$ cat config.mk
export PLATFORM = sky130hd
export DESIGN_NAME = ifetch_stage_flat
export DESIGN_NICKNAME = d
export VERILOG_FILES = /design/src/rtl/ifetch_stage_if.sv /design/src/rtl/ifetch_stage.sv /design/src/flat_wrapper.sv
export SDC_FILE = /design/constraint.sdc
export NUM_CORES = 1
export LEC_CHECK = 0
export CAP_MARGIN = 30
export CORE_MARGIN = 2
export CORE_UTILIZATION = 48
export DETAILED_ROUTE_END_ITERATION = 16
export PLACE_DENSITY = 0.8
export SYNTH_ARGS = -nofsm -noshare
export SYNTH_HDL_FRONTEND = slang
export SYNTH_SLANG_ARGS = --single-unit
$ cat constraint.sdc
create_clock -name clk -period 5.5 [get_ports clk]
set_input_delay 1.1 -clock clk [delete_from_list [all_inputs] [get_ports clk]]
set_output_delay 1.1 -clock clk [all_outputs]
set_load 0.005 [all_outputs]
$ cat src/rtl/ifetch_stage_if.sv
// Instruction-bus interface between the fetch stage and instruction memory.
//   req    : fetch request (master -> slave)
//   addr   : fetch address (master -> slave)
//   gnt    : request accepted this cycle (slave -> master)
//   rvalid : read data valid for the single outstanding request (slave -> master)
//   rdata  : instruction word (slave -> master)
`timescale 1ns/1ps
interface ifetch_stage_if;
  localparam int unsigned XLEN = 32;

  logic            req;
  logic [XLEN-1:0] addr;
  logic            gnt;
  logic            rvalid;
  logic [XLEN-1:0] rdata;

  modport master (output req, output addr, input gnt, input rvalid, input rdata);
  modport slave  (input req, input addr, output gnt, output rvalid, output rdata);
endinterface

$ cat src/rtl/ifetch_stage.sv
// Instruction-fetch stage: issues one fetch per cycle from pc_i, tracks a
// single outstanding request, parks a response in a one-entry skid buffer
// while the pipeline is held, drops wrong-path responses after a jump and
// presents a registered IF/ID word to decode.
// Ports:
//   clk, rst        : clock, synchronous active-high reset
//   jtag_rst_i      : debug reset, same effect as rst
//   pc_i            : current PC / fetch address
//   jump_en_i       : redirect this cycle
//   hold_en_i       : pipeline hold level, nonzero holds IF
//   ibus            : instruction bus (master side)
//   fetch_stall_o   : combinational, PC must not advance next edge
//   inst_o          : IF/ID instruction
//   inst_addr_o     : IF/ID instruction address
//   inst_valid_o    : IF/ID contents valid
`timescale 1ns/1ps
module ifetch_stage #(
  parameter logic [31:0] NOP_INST = 32'h0000_0013,
  parameter logic [31:0] RST_ADDR = 32'h0000_0000
) (
  input  logic                clk,
  input  logic                rst,
  input  logic                jtag_rst_i,
  input  logic [31:0]         pc_i,
  input  logic                jump_en_i,
  input  logic [2:0]          hold_en_i,
  ifetch_stage_if.master      ibus,
  output logic                fetch_stall_o,
  output logic [31:0]         inst_o,
  output logic [31:0]         inst_addr_o,
  output logic                inst_valid_o
);

  localparam int unsigned XLEN = 32;

  typedef enum logic [1:0] {
    ST_IDLE = 2'd0,
    ST_WAIT = 2'd1,
    ST_DROP = 2'd2
  } state_t;

  state_t          state;
  state_t          state_nx;

  logic            reset;
  logic            hold;
  logic            can_issue;
  logic            accept;
  logic            resp_kept;

  logic [XLEN-1:0] req_addr;
  logic [XLEN-1:0] skid_data;
  logic [XLEN-1:0] skid_addr;
  logic            skid_full;

  assign reset = rst | jtag_rst_i;
  assign hold  = (hold_en_i != 3'd0);

  // Outstanding-request FSM: state register
  always_ff @(posedge clk) begin
    if (reset) begin
      state <= ST_IDLE;
    end else begin
      state <= state_nx;
    end
  end

  // Outstanding-request FSM: issue decision, next state and bus outputs
  always_comb begin
    state_nx      = state;
    can_issue     = 1'b0;
    accept        = 1'b0;
    resp_kept     = 1'b0;
    fetch_stall_o = 1'b0;

    // A new fetch may go out when the bus slot is free or frees this cycle
    can_issue = !reset && !jump_en_i && !hold && !skid_full &&
                ((state == ST_IDLE) || ibus.rvalid);
    accept    = can_issue && ibus.gnt;
    resp_kept = (state == ST_WAIT) && ibus.rvalid;

    fetch_stall_o = (can_issue && !ibus.gnt) ||
                    (!reset && !jump_en_i && !hold &&
                     (state != ST_IDLE) && !ibus.rvalid);

    if (!reset) begin
      unique case (state)
        ST_IDLE: begin
          if (accept) state_nx = ST_WAIT;
        end
        ST_WAIT: begin
          if (ibus.rvalid) begin
            state_nx = accept ? ST_WAIT : ST_IDLE;
          end else if (jump_en_i) begin
            // response still in flight belongs to the wrong path
            state_nx = ST_DROP;
          end
        end
        ST_DROP: begin
          if (ibus.rvalid) begin
            state_nx = accept ? ST_WAIT : ST_IDLE;
          end
        end
        default: state_nx = ST_IDLE;
      endcase
    end
  end

  assign ibus.req  = can_issue;
  assign ibus.addr = pc_i;

  // Address of the request currently in flight
  always_ff @(posedge clk) begin
    if (accept) begin
      req_addr <= pc_i;
    end
  end

  // IF/ID register and skid buffer, in priority order
  always_ff @(posedge clk) begin
    if (reset || jump_en_i) begin
      inst_o       <= NOP_INST;
      inst_addr_o  <= RST_ADDR;
      inst_valid_o <= 1'b0;
      skid_full    <= 1'b0;
    end else if (hold) begin
      // decode is frozen; park a kept response until the hold lifts
      if (resp_kept) begin
        skid_data <= ibus.rdata;
        skid_addr <= req_addr;
        skid_full <= 1'b1;
      end
    end else if (skid_full) begin
      inst_o       <= skid_data;
      inst_addr_o  <= skid_addr;
      inst_valid_o <= 1'b1;
      skid_full    <= 1'b0;
    end else if (resp_kept) begin
      inst_o       <= ibus.rdata;
      inst_addr_o  <= req_addr;
      inst_valid_o <= 1'b1;
    end else begin
      // bubble keeps the last address for debug visibility
      inst_o       <= NOP_INST;
      inst_valid_o <= 1'b0;
    end
  end

endmodule

$ cat src/flat_wrapper.sv
// flat-port wrapper written by rule: the top's interface ports become plain ports
module ifetch_stage_flat 
#(
  parameter logic [31:0] NOP_INST = 32'h0000_0013,
  parameter logic [31:0] RST_ADDR = 32'h0000_0000
)
  (clk, rst, jtag_rst_i, pc_i, jump_en_i, hold_en_i, fetch_stall_o, inst_o, inst_addr_o, inst_valid_o, ibus_req, ibus_addr, ibus_gnt, ibus_rvalid, ibus_rdata);
  ifetch_stage_if ibus_i ();
  input  logic clk;
  input  logic rst;
  input  logic jtag_rst_i;
  input  logic [31:0] pc_i;
  input  logic jump_en_i;
  input  logic [2:0] hold_en_i;
  output logic fetch_stall_o;
  output logic [31:0] inst_o;
  output logic [31:0] inst_addr_o;
  output logic inst_valid_o;
  output wire logic [$bits(ibus_i.req)-1:0] ibus_req;
  output wire logic [$bits(ibus_i.addr)-1:0] ibus_addr;
  input wire logic [$bits(ibus_i.gnt)-1:0] ibus_gnt;
  input wire logic [$bits(ibus_i.rvalid)-1:0] ibus_rvalid;
  input wire logic [$bits(ibus_i.rdata)-1:0] ibus_rdata;
  assign ibus_req = ibus_i.req;
  assign ibus_addr = ibus_i.addr;
  assign ibus_i.gnt = ibus_gnt;
  assign ibus_i.rvalid = ibus_rvalid;
  assign ibus_i.rdata = ibus_rdata;
  ifetch_stage #(.NOP_INST(NOP_INST), .RST_ADDR(RST_ADDR)) u_core (.clk(clk), .rst(rst), .jtag_rst_i(jtag_rst_i), .pc_i(pc_i), .jump_en_i(jump_en_i), .hold_en_i(hold_en_i), .ibus(ibus_i), .fetch_stall_o(fetch_stall_o), .inst_o(inst_o), .inst_addr_o(inst_addr_o), .inst_valid_o(inst_valid_o));
endmodule
==> metrics <==
status=finished, final reports clean; I/O Buffers=171; Placed Area=7740 um^2; DR pass1 iterations=4; CP Data Required Time=4400 ps; met2 GRT Util=31.7%; setup ws final=1660 ps; clock root buffer=clkbuf_16; Peak VDD IR=0.000157 V; Max-slew headroom=32.2%; Distinct cells, synth=32; sequential-to-total area share from yosys stat=69.7%; crit-path max FO=4; Worst EP arrival=2740 ps; num ports=172; YS warnings=0; Synth Area per Inst=13.7 um^2; worst hold-check path type=reg2reg; final setup TNS=0 ps; setup bufs post-CTS=0; Sink Count=164; Area contributors post-synth=edfxtp_1, dfxtp_1, mux2i_1, buf_4, a22oi_1; RR Endpoint=u_core.inst_addr_o[15]; Detailed Route WL=13.5 mm; routing usage on met3=7.32%; skew final=5.01 ps; PostCTS Resize Cnt=0; Vias per Instance=5.27; gr usage total=20.2%; CP Cell Sequence=clkdlybuf4s50_1 -> nor3_1 -> nand2_1 -> nor2_1 -> clkdlybuf4s50_1; CTS Buffer Depth=2; Layout area overhead=37.8%; cell repeated most along the worst path=clkdlybuf4s50_1; PD cells=323 nW/um^2; TritonCTS clock tree=built; peak clock frequency supported by timing=0.260 GHz; largest net degree at the start of global routing=68; Antenna diodes=0; slowest CP cell=clkdlybuf4s50_1; most common cell in the netlist=edfxtp_1; Setup Viol. Count Final=0; async set or reset register ratio after synthesis=0%; post-synth top area cell=edfxtp_1; Die Y=117 um; CTS buffer count=17; #FFs+latches synth=164; busiest grt layer=met2; Period minus WS final=3840 ps; Final Hold Viols=0; nets@finish=656; Max-Cap Viols=0; pre-CTS setup slack=1670 ps; Placeable Area=12500 um^2; fin crit share=69.8%; RSZ-0062 raised after global routing=no; Post-synth EDFFs=96; Hold-fix buffers, CTS=0; number of global-route vias before repair=4037; DPL Wire Length=8.91 mm; slowest cell delay on critical path=510 ps; kind of critical path=in2out; wire per inst=17.6 um; GP Congestion=0.821; syn_nets=519; Leak Pwr=2.64 nW; H-tree levels=4; top-area cell type share of the netlist area=47.3%; met1 Usage GRT=25.0%; row count=41; end of the critical path=fetch_stall_o; worst hold slack=445 ps; post-route ant nets=0; Crit. End Element=primary output; reg2reg path depth=5; DR iter-0 viols=318; chip width=117 um; share of cells above drive strength 1=8.39%; die area=13600 um^2; r2r setup slk=2970 ps; Syn Inst Count=446; final non-filler cell area=8390 um^2; slew at the pin closest to its max-slew limit=1010 ps; drc violations=0; Worst-path clk slew=60 ps; Synth Flop Type=edfxtp_1; Commonest cells post-synth=edfxtp_1, dfxtp_1, nor2_1; routed vias=4049; Startpoint Class=input pin; Synth Cell Area=6090 um^2; Setup crit start=jtag_rst_i; origin of the critical flop-to-flop path=u_core.skid_full; worst skew pair latency=420 ps; gr ovfl total=0; first-pass GRT wire length=20.4 mm; Starting Density=48.6%; initial antenna violation count=0; Slew Viols, Final=0
-- layout by cell type, fill, tap and decap left out, types with 2 or more instances in the layout --
cell type        instances
a211oi_1                27
a21oi_1                  3
clkinv_2                 5
edfxtp_1                96
a21o_1                   2
a22oi_1                 29
clkbuf_1                 3
o21ai_1                  8
clkdlybuf4s50_1        171
buf_16                   2
mux2i_1                 35
o21ai_0                 21
nor2_4                   2
a211oi_2                 6
nor2_1                  40
nand2b_1                 2
buf_4                    3
dfxtp_1                 67
nor2_2                   2
nand2_1                 32
bufinv_16                6
clkbuf_16               17
-- critical path: cells and delay by family --
family | cells | cell delay (ps)
buffers and inverters | 2 | 960
and+or+nand+nor | 3 | 680
-- kinds of logic after synthesis --
kind of cell | share of synthesized area, %
mux | 5.94
flops | 69.7
buf+inv | 6.97
simple gates | 5.94
compound gates | 11.4
-- metal layers --
layer,up-vias,share of wire (%),wire length (um)
met4,0,1.8,238
met1,1958,42,5690
met5,-,0,0
met2,185,48,6470
met3,20,8.1,1090
li1,1886,-,-
-- flip-flops by register name, summed over array words and instances, names as in the netlist --
signal and cells:
u_core.skid_full 1, u_core.skid_addr 32, u_core.inst_o 32, u_core.req_addr 32, u_core.skid_data 32, u_core.inst_addr_o 32, u_core.inst_valid_o 1, u_core.state 2
-- metrics by stage --
stage	util, %	total power [mW]	instances
after CTS	67.0	2.73	768
after floorplan	-	1.35	446
after global routing	67.0	2.79	768
after detailed placement	61.8	1.43	736
after global placement	61.2	1.42	733
final	67.0	2.71	768
-- worst min-delay path by stage --
stage / from / end / cells after the start
2_1_floorplan: u_core.req_addr[0] / u_core.skid_addr[0] / 0
3_3_place_gp: u_core.req_addr[3] / u_core.skid_addr[3] / 0
3_5_place_dp: u_core.req_addr[0] / u_core.skid_addr[0] / 0
4_1_cts: u_core.req_addr[14] / u_core.skid_addr[14] / 0
5_1_grt: u_core.req_addr[18] / u_core.skid_addr[18] / 0
6_report: u_core.req_addr[14] / u_core.skid_addr[14] / 0
-- final cells by class --
cell class,instances,area [um^2]
Timing Repair Buffer,178,1820
Tap cell,172,215
Fill cell,896,4130
Inverter,1,3.75
Clock buffer,21,450
Multi-Input combinational cell,221,1450
Clock inverter,11,205
Sequential cell,164,4250
-- where the power goes --
group,total [mW],leakage [nW],switching (mW),internal [mW]
Sequential,1.29,1.41,0.000714,1.29
Combinational,0.106,0.906,0.0362,0.0693
Clock,1.31,0.325,0.450,0.859
(Power assumes the default switching activity.)
==> RTL change: new RTL, same settings <==
`NOP_INST` is set to 32'h0000_0013 in 2 places; all go to 32'h00000009.
--- a/src/rtl/ifetch_stage.sv
+++ b/src/rtl/ifetch_stage.sv
@@ -15,7 +15,7 @@
 //   inst_valid_o    : IF/ID contents valid
 `timescale 1ns/1ps
 module ifetch_stage #(
-  parameter logic [31:0] NOP_INST = 32'h0000_0013,
+  parameter logic [31:0] NOP_INST = 32'h00000009,
   parameter logic [31:0] RST_ADDR = 32'h0000_0000
 ) (
   input  logic                clk,
--- a/src/flat_wrapper.sv
+++ b/src/flat_wrapper.sv
@@ -1,7 +1,7 @@
 // flat-port wrapper written by rule: the top's interface ports become plain ports
 module ifetch_stage_flat 
 #(
-  parameter logic [31:0] NOP_INST = 32'h0000_0013,
+  parameter logic [31:0] NOP_INST = 32'h00000009,
   parameter logic [31:0] RST_ADDR = 32'h0000_0000
 )
   (clk, rst, jtag_rst_i, pc_i, jump_en_i, hold_en_i, fetch_stall_o, inst_o, inst_addr_o, inst_valid_o, ibus_req, ibus_addr, ibus_gnt, ibus_rvalid, ibus_rdata);
Behaviour: not the same (a bounded check fails within 4 cycles, from zero or initial values).
==> RTL change against the original RTL <==
- power decreased by 8.3%
- critical path depth grew 1
- worst setup slack got worse by 0.19 ns
- sequential cell count is the same
- cell area is 0.37% lower
- largest cell class unchanged
- non-clock buffer count down 1
- via count down 0.74%
- critical endpoint unchanged
- worst hold slack gained 0.0043 ns
- wire length shrank 2.4%
- synthesized area is 1.7% higher
- largest power group is now registers
==> RTL change: results (changes against the original RTL) <==
* Post-synthesis adder-cell area fraction at 0 (unchanged)
* Synth top cells by count: edfxtp_1, dfxtp_1, nor2_1
* Maximum fanout along the worst path at 35 (+31)
* Dominant cells by area after synthesis: edfxtp_1, dfxtp_1, a211oi_2, mux2i_1, buf_4
* Sw Share at 0.190 (+0.0101)
* Number of synthesized flops with an enable pin at 96 (unchanged)
* Top FF cell, synth: edfxtp_1
* R2R depth at 5 (unchanged)
* Largest net degree at the start of global routing at 69 (+1.5%)
* Ys Warns at 0 (unchanged)
* Worst r2r src: u_core.skid_full$_SDFFE_PP0P_
* Number of diodes at 0 (unchanged)
* Sequential share of the synthesized area at 0.685 (-0.0118)
* Drt wl/cell at 17.1 um (-2.4%)
* Cts bufs inserted at 17 (unchanged)
* FF-to-FF End: u_core.inst_addr_o[19]$_SDFFE_PP0P_
* Slew margin rel. at 0.345 (+0.0225)
* Final Skew at 0.00516 ns (+0.000155 ns)
* Hold Path Stages at 2 (+2)
* Syn nets at 520 (+0.19%)
* First-pass detailed-route iteration total at 4 (unchanged)
* NumNets Final at 656 (unchanged)
* Flop-to-flop setup slack at 2.62 ns (-0.35 ns)
* Hold WC Path Type: flop to flop
* Peak VDD IR at 0.000203 V (+29%)
* Status: finished clean
* H-tree depth at 4 (unchanged)
* First-pass GRT wire length at 21.5 mm (+5.2%)
* Clock Latency Late Sink at 0.42 ns (about the same)
* Number of global-route vias before repair at 4251 (+5.3%)
* Post-DP HPWL at 8.53 mm (-4.2%)
* Via count at 4019 (-0.74%)
* Layout cells sized above 1 at 0.116 (+0.0319)
* Worst EP arrival at 2.94 ns (+0.20 ns)
* Worst setup margin at 1.46 ns (-0.193 ns)
* Synth Area in Compound Gates at 0.133 (+0.0189)
* GRT Total Usage at 0.198 (-0.00461)
* Routability cong. at 0.785 (-4.4%)
* Clock Root Buffer: clkbuf_16
* Setup crit end: fetch_stall_o
* Port buffer count at 171 (unchanged)
* Ys async rst share at 0 (unchanged)
* CTS clk-pin slew, worst paths at 0.06 ns (about the same)
* Initial antenna violation count at 0 (unchanged)
* Distinct cells, synth at 30 (-6.3%)
* Mux share of post-synthesis cell area at 0.0549 (-0.00444)
* CP startpoint: jtag_rst_i
* Pleak at 2.58 nW (-2.3%)
* Initial DRC count at 372 (+17%)
* FILL cells at 930 (+3.8%)
## RTL change: power groups by stage
| stage | logic, mW | clock network [mW] | registers, mW |
|---|---|---|---|
| global placement | 0.103 | 0 | 1.32 |
| CTS | 0.107 | 1.10 | 1.29 |
| global route | 0.113 | 1.15 | 1.29 |
| floorplan | 0.0323 | 0 | 1.32 |
| finish | 0.106 | 1.08 | 1.30 |
| detailed placement | 0.106 | 0 | 1.32 |
## RTL change: layer usage
metal	global-route usage	vias to the layer above	routed length (um)
met4	0.0761	0	163
met5	0	-	0
met2	0.330	166	6570
met3	0.0504	12	875
met1	0.248	1957	5550
li1	-	1884	-
## RTL change: cells by family after synthesis
logic type / count (synthesis)
compound gates: 102
simple gates: 86
flops: 164
buf+inv: 61
mux: 34
## RTL change: stage by stage
step            util  instance area (um2)  std cells
2_1_floorplan      -                 6190        447
3_3_place_gp   0.615                 7760        733
3_5_place_dp   0.617                 7790        735
4_1_cts        0.661                 8340        767
5_1_grt        0.663                 8360        768
6_report       0.663                 8360        768
## RTL change: final cells by class
cell class	instances	area (um2)	share of cell area
sequential	164	4250	0.508
clock buffer	29	531	0.0635
tap	172	215	0.0257
inverter	1	3.75	0.000449
timing repair buffer	177	1790	0.214
clock inverter	3	17.5	0.00210
multi-input combinational	222	1560	0.186
## RTL change: critical path, stage by stage
cell and delay, ns:
clkdlybuf4s50_1 0.46, nor3_1 0.38, nand2_1 0.09, buf_4 0.26
nor2_1 0.14, clkdlybuf4s50_1 0.51
## RTL change: how the worst min path moves through the flow
stage / startpoint / to / slack, ns
global placement: u_core.req_addr[27]$_DFFE_PP_ / u_core.skid_addr[27]$_DFFE_PP_ / 0.43
global route: u_core.req_addr[1]$_DFFE_PP_ / u_core.skid_addr[1]$_DFFE_PP_ / 0.47
detailed placement: u_core.req_addr[4]$_DFFE_PP_ / u_core.skid_addr[4]$_DFFE_PP_ / 0.44
floorplan: u_core.req_addr[0]$_DFFE_PP_ / u_core.skid_addr[0]$_DFFE_PP_ / 0.43
finish: u_core.inst_o[26]$_SDFFE_PP0N_ / u_core.inst_o[26]$_SDFFE_PP0N_ / 0.45
CTS: u_core.inst_o[26]$_SDFFE_PP0N_ / u_core.inst_o[26]$_SDFFE_PP0N_ / 0.45
